===== config.mk =====
export PLATFORM = sky130hd
export DESIGN_NAME = if_id_queue
export DESIGN_NICKNAME = d
export VERILOG_FILES = /design/src/rtl/if_id_queue.sv
export SDC_FILE = /design/constraint.sdc
export NUM_CORES = 1
export LEC_CHECK = 0
export CAP_MARGIN = 20
export CORE_ASPECT_RATIO = 1.4
export CORE_UTILIZATION = 43
export CTS_CLUSTER_DIAMETER = 150
export CTS_CLUSTER_SIZE = 28
export DETAILED_ROUTE_END_ITERATION = 16
export GPL_ROUTABILITY_DRIVEN = 0
export PLACE_DENSITY = 0.83
export SYNTH_ARGS = -nofsm -noshare
export SYNTH_HDL_FRONTEND = slang
export SYNTH_SLANG_ARGS = --single-unit

===== constraint.sdc =====
create_clock -name clk -period 5.9 [get_ports clk]
set_input_delay 1.18 -clock clk [delete_from_list [all_inputs] [get_ports clk]]
set_output_delay 1.18 -clock clk [all_outputs]
set_load 0.005 [all_outputs]

===== src/rtl/if_id_queue.sv =====
// Purpose : fetch-to-decode instruction queue holding {pc, inst} pairs in strict FIFO order, with single-cycle flush.
// Latency : 1 cycle minimum from push to head (no same-cycle bypass); a pop at full frees a slot visible next cycle.
// Backpressure: f_ready depends on fill level only (deasserted when full, never on d_ready); d_ready is ignored when empty.
//
// Ports:
//   clk, rst          - clock (rising edge) and asynchronous active-low reset
//   f_valid/f_ready   - fetch-side handshake; f_pc/f_inst carry the offered pair
//   flush             - discard stored entries and the pair offered this cycle (wins over push/pop)
//   d_valid/d_ready   - decode-side handshake; d_pc/d_inst show the head (0/NOP_INST when empty)
//   count             - number of stored entries, 0..DEPTH
module if_id_queue #(
    parameter int                AWIDTH   = 32,
    parameter int                DWIDTH   = 32,
    parameter int                DEPTH    = 2,
    parameter logic [DWIDTH-1:0] NOP_INST = DWIDTH'(32'h00000013)
) (
    input  logic                       clk,
    input  logic                       rst,
    input  logic                       f_valid,
    input  logic [AWIDTH-1:0]          f_pc,
    input  logic [DWIDTH-1:0]          f_inst,
    output logic                       f_ready,
    input  logic                       flush,
    output logic                       d_valid,
    output logic [AWIDTH-1:0]          d_pc,
    output logic [DWIDTH-1:0]          d_inst,
    input  logic                       d_ready,
    output logic [$clog2(DEPTH):0]     count
);

    localparam int PW = $clog2(DEPTH);
    localparam int CW = PW + 1;

    // Entry storage; contents need no reset because d_valid gates what decode sees.
    logic [AWIDTH-1:0] pc_mem   [DEPTH];
    logic [DWIDTH-1:0] inst_mem [DEPTH];

    logic [PW-1:0] wr_ptr_q, wr_ptr_d;
    logic [PW-1:0] rd_ptr_q, rd_ptr_d;
    logic [CW-1:0] count_q,  count_d;

    logic push;
    logic pop;

    assign f_ready = (count_q != CW'(DEPTH));
    assign d_valid = (count_q != '0);
    assign count   = count_q;

    // Empty queue presents a harmless NOP so decode never sees stale or X data.
    assign d_pc    = d_valid ? pc_mem[rd_ptr_q]   : '0;
    assign d_inst  = d_valid ? inst_mem[rd_ptr_q] : NOP_INST;

    assign push = f_valid & f_ready & ~flush;
    assign pop  = d_valid & d_ready & ~flush;

    always_comb begin
        wr_ptr_d = wr_ptr_q;
        rd_ptr_d = rd_ptr_q;
        count_d  = count_q;
        if (flush) begin
            wr_ptr_d = '0;
            rd_ptr_d = '0;
            count_d  = '0;
        end else begin
            // Power-of-two depth lets the pointers wrap by plain overflow.
            if (push) wr_ptr_d = wr_ptr_q + PW'(1);
            if (pop)  rd_ptr_d = rd_ptr_q + PW'(1);
            unique case ({push, pop})
                2'b10:   count_d = count_q + CW'(1);
                2'b01:   count_d = count_q - CW'(1);
                default: count_d = count_q;
            endcase
        end
    end

    always_ff @(posedge clk or negedge rst) begin
        if (!rst) begin
            wr_ptr_q <= '0;
            rd_ptr_q <= '0;
            count_q  <= '0;
        end else begin
            wr_ptr_q <= wr_ptr_d;
            rd_ptr_q <= rd_ptr_d;
            count_q  <= count_d;
        end
    end

    always_ff @(posedge clk) begin
        if (push) begin
            pc_mem[wr_ptr_q]   <= f_pc;
            inst_mem[wr_ptr_q] <= f_inst;
        end
    end

endmodule


==> metrics <==
Min-Delay Path Class=flip-flop to flip-flop; run status=complete, no violations; unrepaired setup endpoints after global routing=no; First DRT Iteration DRCs=104; Post-Synthesis Cells=296; Gates resized, CTS repair=0; input/output buffers=~140; number of global-route vias before repair=between 3k and 4k; # hold bufs at CTS=0; FF-to-FF End=inst_mem[1][1]; CTS clk-pin slew, worst paths=0.05 ns; clk sinks=roughly 130; Clock Latency Late Sink=0.40 ns; CTS buffer count=17; top cells by area, synth=edfxtp_1 76%, mux2i_1 13%, nor2_1 4.8%; H-tree Lvls=4; Worst Hold Path EP=wr_ptr_q; Residual DRC=0; CTS tree=done; IO Pins=~140; pwr dens=333 nW/um^2; synth warn=0; minimum clock period=3.78 ns; Crit. End Element=output port; Syn-to-layout area delta=42.4%; gr usage total=between 10% and 20%; Max Clock Freq=0.264 GHz; remaining global-route overflow=0; vias per cell=4.95; Routed WL per cell=16.0 um; Final ANT Viol Nets=0; top_reg_cell synth=edfxtp_1; crit path launch type=flip-flop; WS Path Type=flip-flop to output port; commonest cells in the netlist=128 x edfxtp_1, 64 x mux2i_1, 64 x nor2_1, 8 x buf_2; Leak Pwr=between 2 and 2.5 nW; WP data required=approximately 4.7 ns; # diodes=0; Final Hold Vio Count=0; Die H=130 um; sequential element share of the synthesized area=about four fifths; nets@finish=510; initial antenna violation count=0; die width=93.4 um; post-DP HPWL=6.06 mm; Synth top area share=76.4%; count leader, synth=edfxtp_1; Clock Tree Root=clkbuf_16; CP Max Fanout=37; die area=12,100 sq um; min-delay src=wr_ptr_q; Pins Over Slew Limit=0; proportion of layout cells with a drive suffix above 1=7.93%; first-pass GRT wire length=14.7 mm; router iterations before antenna repair=4; Post-CTS Setup Bufs=0; vias=2,960; Final Cycle Share=64.1%; Peak VDD IR=0.190 mV; EDFF count, synth=128; FP Rows=between 40 and 50; WHS Path Cells=2; Data arrival, critical path=2.60 ns; Rel. slew slack=23.4%; Synth cell types=21; hold slack=0.631 ns; Core Region=between 10,000 and 15,000 sq um; flop and latch count out of synthesis=roughly 130; Mapped Area=5030 sq um; max-cap viol count=0; CTS max path bufs=2; largest net degree at the start of global routing=66; final setup fails=0; r2r startpoint=count[1]; worst-margin pin slew=1.15 ns; DRT Wirelength=9.59 mm; setup TNS=0 ns; FF-to-FF path depth=5; Clock Skew=0.00520 ns; syn avg cell area=17.0 sq um; async set or reset register ratio after synthesis=3.03%; Net Count, Synth=around 370; Synth area leader=edfxtp_1; reg-to-reg slack, setup=3.67 ns; Initial Util=44.4%
worst max path at each step:
| stage | from | slack [ns] | endpoint | cells after the start |
|---|---|---|---|---|
| after floorplan | f_valid | 1.64 | inst_mem[1][0] | 2 |
| after global placement | count[0] | 2.57 | d_pc[15] | 4 |
| after detailed placement | count[0] | 2.50 | d_pc[23] | 4 |
| after CTS | count[0] | 2.06 | d_pc[23] | 4 |
| after global routing | count[0] | 1.90 | d_pc[23] | 4 |
| final | count[0] | 2.12 | d_inst[9] | 4 |
power by group:
part	internal, W	leakage (nW)	total, W	switching, W
Combinational	0.000139	0.864	0.000226	0.0000873
Sequential	0.00107	1.23	0.00110	0.0000294
Clock	0.000701	0.287	0.00106	0.000363
Total	0.00191	2.38	0.00239	0.000480
flip-flops by register name (all words and copies together), names as in the netlist:
register	count
inst_mem	64
rd_ptr_q	1
pc_mem	64
wr_ptr_q	1
count	2
cells by family after synthesis:
family	count (synthesis)	share of synthesized area (%)
compound gates	7	0.771
xor+xnor	1	0.174
buf+inv	16	1.77
flops	132	78.4
mux	64	12.7
simple gates	76	6.12
area by class of cell:
class | instances | area, sq um
clock inverter | 15 | 188
multi-input combinational | 148 | 1030
timing repair buffer | 139 | 1380
fill | 803 | 4180
clock buffer | 17 | 425
sequential | 132 | 3950
inverter | 3 | 11.3
tap | 144 | 180
cell usage in the layout (no fill, tap or decap):
cell type          n
clkdlybuf4s50_1  136
edfxtp_1         128
mux2i_1           64
nor2_1            63
clkbuf_16         17
nand2_1            5
clkinv_1           5
bufinv_16          4
o21ai_0            3
clkinvlp_4         3
dfrtp_1            3
buf_4              3
inv_1              2
a21oi_1            2
clkinv_4           2
nor2_4             1
nor2b_1            1
nor3_4             1
nor3b_4            1
a22oi_1            1
inv_2              1
or3_2              1
xor2_1             1
or4b_1             1
nand3_1            1
nand3b_1           1
a31oi_1            1
inv_6              1
dfrtp_4            1
metal layers:
metal  track usage, %  part of all wire [%]
met5                0                     0
met4             7.15                   1.3
met3             4.37                   4.9
met2             29.2                    54
met1             18.4                    39
critical path, cell delays in order, from the launching register on:
cell and delay [ns]:
dfrtp_1 0.47, nor2_4 0.68, buf_4 0.43, nor2_1 0.11, clkdlybuf4s50_1 0.48
per-stage QoR:
step                      area (sq um)  utilization (%)  cells  total power [W]  setup slack, ns
after floorplan                   5040                -    296          0.00120             1.64
after global placement            6550             57.8    566          0.00134             2.57
after detailed placement          6550             57.8    566          0.00134             2.50
after CTS                         7160             63.2    598          0.00241             2.06
after global routing              7160             63.2    598          0.00246             1.90
final                             7160             63.2    598          0.00239             2.12
Power figures use the tool's default switching activity.
